$ cat src/rtl/branch_target_predictor.sv
// Fetch-stage direct-mapped branch target buffer with 2-bit saturating direction
// counters, zero-latency lookup, resolved-branch training and hit/mispredict statistics.
module branch_target_predictor #(
   parameter int INDEX_BITS = 4,
   parameter int STAT_WIDTH = 16
) (
   input  logic                  iClk,
   input  logic                  iRst,
   input  logic [31:0]           iPCF,
   output logic                  oPCSrcF,
   output logic [31:0]           oBranchTarget,
   input  logic                  iUpdateEn,
   input  logic [31:0]           iUpdatePC,
   input  logic                  iUpdateTaken,
   input  logic [31:0]           iUpdateTarget,
   input  logic                  iMispredict,
   input  logic                  iFlush,
   output logic [STAT_WIDTH-1:0] oHitCount,
   output logic [STAT_WIDTH-1:0] oMispredictCount
);

   localparam int TAG_BITS = 32 - INDEX_BITS - 2;
   localparam int ENTRIES  = 1 << INDEX_BITS;

   logic [ENTRIES-1:0]  valid_q;
   logic [TAG_BITS-1:0] tag_q    [ENTRIES];
   logic [31:0]         target_q [ENTRIES];
   logic [1:0]          ctr_q    [ENTRIES];

   logic [STAT_WIDTH-1:0] hit_cnt_q;
   logic [STAT_WIDTH-1:0] mispredict_cnt_q;

   logic [INDEX_BITS-1:0] look_idx;
   logic [TAG_BITS-1:0]   look_tag;
   logic                  look_hit;
   logic [INDEX_BITS-1:0] upd_idx;
   logic [TAG_BITS-1:0]   upd_tag;
   logic                  upd_hit;
   logic [31:0]           upd_target;
   logic                  unused_lsbs;

   assign look_idx = iPCF[INDEX_BITS+1:2];
   assign look_tag = iPCF[31:INDEX_BITS+2];
   assign look_hit = valid_q[look_idx] && (tag_q[look_idx] == look_tag);

   assign upd_idx    = iUpdatePC[INDEX_BITS+1:2];
   assign upd_tag    = iUpdatePC[31:INDEX_BITS+2];
   assign upd_hit    = valid_q[upd_idx] && (tag_q[upd_idx] == upd_tag);
   assign upd_target = {iUpdateTarget[31:2], 2'b00};

   // Low PC bits never select an entry; targets are always word aligned.
   assign unused_lsbs = ^{iUpdatePC[1:0], iUpdateTarget[1:0]};

   // Lookup reads pre-update storage: a same-cycle update is visible next cycle.
   assign oPCSrcF          = look_hit && ctr_q[look_idx][1];
   assign oBranchTarget    = look_hit ? target_q[look_idx] : iPCF + 32'd4;
   assign oHitCount        = hit_cnt_q;
   assign oMispredictCount = mispredict_cnt_q;

   always_ff @(posedge iClk) begin
      if (iRst) begin
         valid_q          <= '0;
         hit_cnt_q        <= '0;
         mispredict_cnt_q <= '0;
         for (int i = 0; i < ENTRIES; i++) begin
            tag_q[i]    <= '0;
            target_q[i] <= '0;
            ctr_q[i]    <= 2'b01;
         end
      end else begin
         if (look_hit)
            hit_cnt_q <= hit_cnt_q + STAT_WIDTH'(1);
         if (iUpdateEn && iMispredict)
            mispredict_cnt_q <= mispredict_cnt_q + STAT_WIDTH'(1);

         // Flush drops any update presented on the same edge.
         if (iFlush) begin
            valid_q <= '0;
         end else if (iUpdateEn) begin
            if (upd_hit) begin
               if (iUpdateTaken) begin
                  ctr_q[upd_idx]    <= (ctr_q[upd_idx] == 2'b11) ? 2'b11 : ctr_q[upd_idx] + 2'd1;
                  target_q[upd_idx] <= upd_target;
               end else begin
                  ctr_q[upd_idx] <= (ctr_q[upd_idx] == 2'b00) ? 2'b00 : ctr_q[upd_idx] - 2'd1;
               end
            end else if (iUpdateTaken) begin
               valid_q[upd_idx]  <= 1'b1;
               tag_q[upd_idx]    <= upd_tag;
               target_q[upd_idx] <= upd_target;
               ctr_q[upd_idx]    <= 2'b10;
            end
         end
      end
   end

endmodule
$ cat config.mk
export PLATFORM = sky130hd
export DESIGN_NAME = branch_target_predictor
export DESIGN_NICKNAME = d
export VERILOG_FILES = /design/src/rtl/branch_target_predictor.sv
export SDC_FILE = /design/constraint.sdc
export NUM_CORES = 2
export LEC_CHECK = 0
export CORE_MARGIN = 2
export CORE_UTILIZATION = 60
export DETAILED_ROUTE_END_ITERATION = 16
export PLACE_DENSITY = 0.81
export REMOVE_ABC_BUFFERS = 1
export SETUP_SLACK_MARGIN = 0.02
export SYNTH_ARGS = -nofsm -noshare
export SYNTH_HDL_FRONTEND = slang
export SYNTH_SLANG_ARGS = --single-unit
$ cat constraint.sdc
create_clock -name iClk -period 7.41 [get_ports iClk]
set_input_delay 0.741 -clock iClk [delete_from_list [all_inputs] [get_ports iClk]]
set_output_delay 0.741 -clock iClk [all_outputs]
set_load 0.01 [all_outputs]
==> summary.txt <==
Status
  • Status: complete, no violations

Synthesis
  • Yosys cell types: 74
  • Mapped Area: roughly 0.050 mm2
  • Number of synthesized flops with an enable pin: a little over 900
  • Syn avg cell area: around 14 um2
  • Synth Flop Type: edfxtp_1
  • Mapped Cells: between 3000 and 4000
  • Top post-synthesis cells by area: edfxtp_1 56%, mux4_2 16%, and2_1 6.2%
  • Share of the synthesized area in the top cell type: 56.0%
  • Yosys top cell by area: edfxtp_1
  • Ys async rst share: 0%
  • Register area share after synthesis: about 58%
  • Yosys reg bits: 976
  • Yosys Warn Count: 0

Floorplanning
  • Number of top-level pins: 167
  • Core area: between 0.08 and 0.09 mm2
  • Die area: around 0.085 mm2
  • Die Span X: just under 300 um
  • Initial core utilization: between 60% and 70%
  • DIE HEIGHT: slightly below 300 um
  • # rows: roughly 110

Power
  • Internal power: 0.00968 W
  • Reg power frac: between 50% and 60%
  • P per Cell Area: between 200 and 250 mW/mm2
  • Net Sw Frac: a little under a quarter
  • Logic pwr share: about 10%
  • Clock share of power: 39.4%
  • Pwr Total: 0.0127 W
  • Sw power: 0.00302 W
  • Maximum vdd drop: ~0.2 mV
  • Leak Pwr: approximately 20 nW

Clocking
  • Worst-path clk slew: ~0.06 ns
  • Num CTS Buffers: approximately 100
  • Clock sink total: 976
  • Post-CTS sizing: 0
  • H-tree depth: 3
  • CTS max path bufs: 3
  • Post-CTS Hold Buffers: 0
  • CTS tree: built
  • Worst skew pair latency: 0.70 ns
  • Setup Fix Bufs, Post-CTS: 0
  • Clk root buf: clkbuf_16

Final layout
  • Register Area: a little under 0.03 mm2
  • Area grow syn2layout: 10.9%
  • Share of cells above drive strength 1: about a fifth
  • Fillers: approximately 5400
  • Nets: ~3500
  • Area of the multi-input gates: a little under 0.02 mm2
  • Fin cells: 4579

STA
  • Worst Skew: slightly above 0.03 ns
  • Achievable frequency: around 160 MHz
  • Fin crit share: just under 90%
  • Final setup vio count: 0
  • Least-Margin Pin Slew: 1.33 ns
  • Slew Viols, Final: 0
  • Relative slew slack: approximately 11%
  • Hold Vio Cnt, Final: 0
  • Tmin final: about 6.4 ns
  • RSZ-0062 raised after global routing: no

Setup path
  • Required time of the critical path: approximately 6.7 ns
  • CP arrival: about 5.7 ns
  • Max FO, Critical Path: 58
  • Setup CP Type: input port to output pin
  • R2R Path Start: tag_q[11][14]
  • CP startpoint kind: input port
  • Setup crit start: iPCF[5]
  • Critical Path End Type: output pin

Drt
  • Via count: around 33000
  • Router iterations before antenna repair: 7
  • Initial drt markers: about 5600
  • Remaining antenna violation count: 0
  • Routed WL per cell: 33.7 um
  • Residual DRC count: 0
  • Final wirelength: between 150000 and 200000 um
  • DR vias/cell: just over 7

Global routing
  • First-pass GRT wire length: about 220000 um
  • Grt total ovfl: 0
  • Pin count of the biggest net entering global routing: 157
  • Initial antenna violation count: 17
  • Vias in the first global route: around 33000
  • GRT Util Overall: a little over a third

Run
  • Max-cap violations: 0

Placed design
  • DPL Wire Length: about 87000 um
  • Placed cell count: ~4400
  • RD Place Congestion: around 0.92
  • Port buffer count: around 160

Min path
  • Hold Startpoint: valid_q[11]
  • Type of the most critical hold path: flip-flop to flip-flop
-- critical path, cell delays in order --
cell and delay, ns:
buf_2 0.56, inv_4 0.43, buf_4 0.40, and3_1 0.24, a2111oi_0 0.82, a32oi_1 0.20, nand4_1 0.14, or4_1 0.38
nor2_4 0.06, buf_12 0.19, o21ai_0 0.72, clkdlybuf4s50_1 0.68
-- final timing paths --
| kind | cells past startpoint | slack [ns] | to |
|---|---|---|---|
| setup / recovery | 12 | 0.99 | oBranchTarget[22] |
| hold / removal | 2 | 0.47 | valid_q[11] |
| setup reg to reg | 10 | 2.44 | tag_q[10][7] |
| hold reg to reg | 2 | 0.47 | valid_q[11] |
-- synth_stat cells (30+ instances only) --
cell,n
and2_1,490
and3_1,427
buf_2,39
clkbuf_1,277
dfxtp_1,48
edfxtp_1,928
mux2i_1,98
mux4_2,360
nand2_1,119
nand2b_1,41
nand3_1,42
nor2_1,104
o21ai_0,39
or2_2,30
xnor2_1,68
xor2_1,44
-- placed cells by master, fill, tap and decap left out, types with 19 or more instances in the layout --
cell type        netlist  final
mux4_2               360    360
clkbuf_16              0    105
mux2_2                22     22
and3_1               427    427
a22oi_1               19     19
clkbuf_1             277     27
nand2b_1              41     26
or2_2                 30     30
and2_1               490    490
nand3_1               42     41
o21ai_0               39     39
xor2_1                44     44
nand2_1              119    119
mux2i_1               98     98
buf_4                 15     67
nor2_1               104     88
dfxtp_1               48     48
clkdlybuf4s50_1        0    153
xnor2_1               68     68
edfxtp_1             928    928
-- flip-flops by register name (all words and copies together), names as in the netlist --
signal            flops
ctr_q                32
valid_q              16
oHitCount            16
target_q            480
oMispredictCount     16
tag_q               416
-- cell type report --
class                      count  share of cell area [%]
antenna                       14                  0.0635
clock buffer                 139                    5.12
clock inverter                39                   0.708
inverter                      16                   0.113
multi-input combinational   2095                    35.3
sequential                   976                    52.3
tap                         1070                    2.43
timing repair buffer         230                    3.94
-- power groups by stage --
stage	logic, W	clock network [W]	registers, W
global route	0.00132	0.00520	0.00643
CTS	0.00125	0.00500	0.00640
detailed placement	0.00124	0	0.00652
global placement	0.00122	0	0.00648
floorplan	0.000658	0	0.00647
finish	0.00129	0.00500	0.00641
-- layer usage --
layer,up-vias,global-route usage [%],part of all wire [%]
met5,-,0,0.051
met4,12,18.9,6.0
met3,645,11.9,15
met2,3008,55.7,46
met1,16500,46.3,33
li1,13100,-,-
-- logic make-up after synthesis --
logic type	after synthesis	share of synthesized area [%]
adders and majority gates	3	0.0755
AOI/OAI and AO/OA	151	2.10
xor gates and xnor gates	112	1.97
DFF	976	58.0
muxes	480	18.8
buffers and inverters	378	3.17
and+or+nand+nor	1349	15.9
-- through the flow --
stage	hold slack (ns)	setup WS, ns	TNS, ns	util [%]	instance area, um2
finish	0.469	0.986	0	67.2	55100
global route	0.481	0.972	0	67.1	55100
CTS	0.462	1.27	0	67.1	55100
detailed placement	0.451	1.32	0	63.2	51900
global placement	0.439	1.39	0	63.2	51900
floorplan	0.429	-2.67	-1276.43	-	48200
No activity file was read; power rests on OpenSTA's default activity.
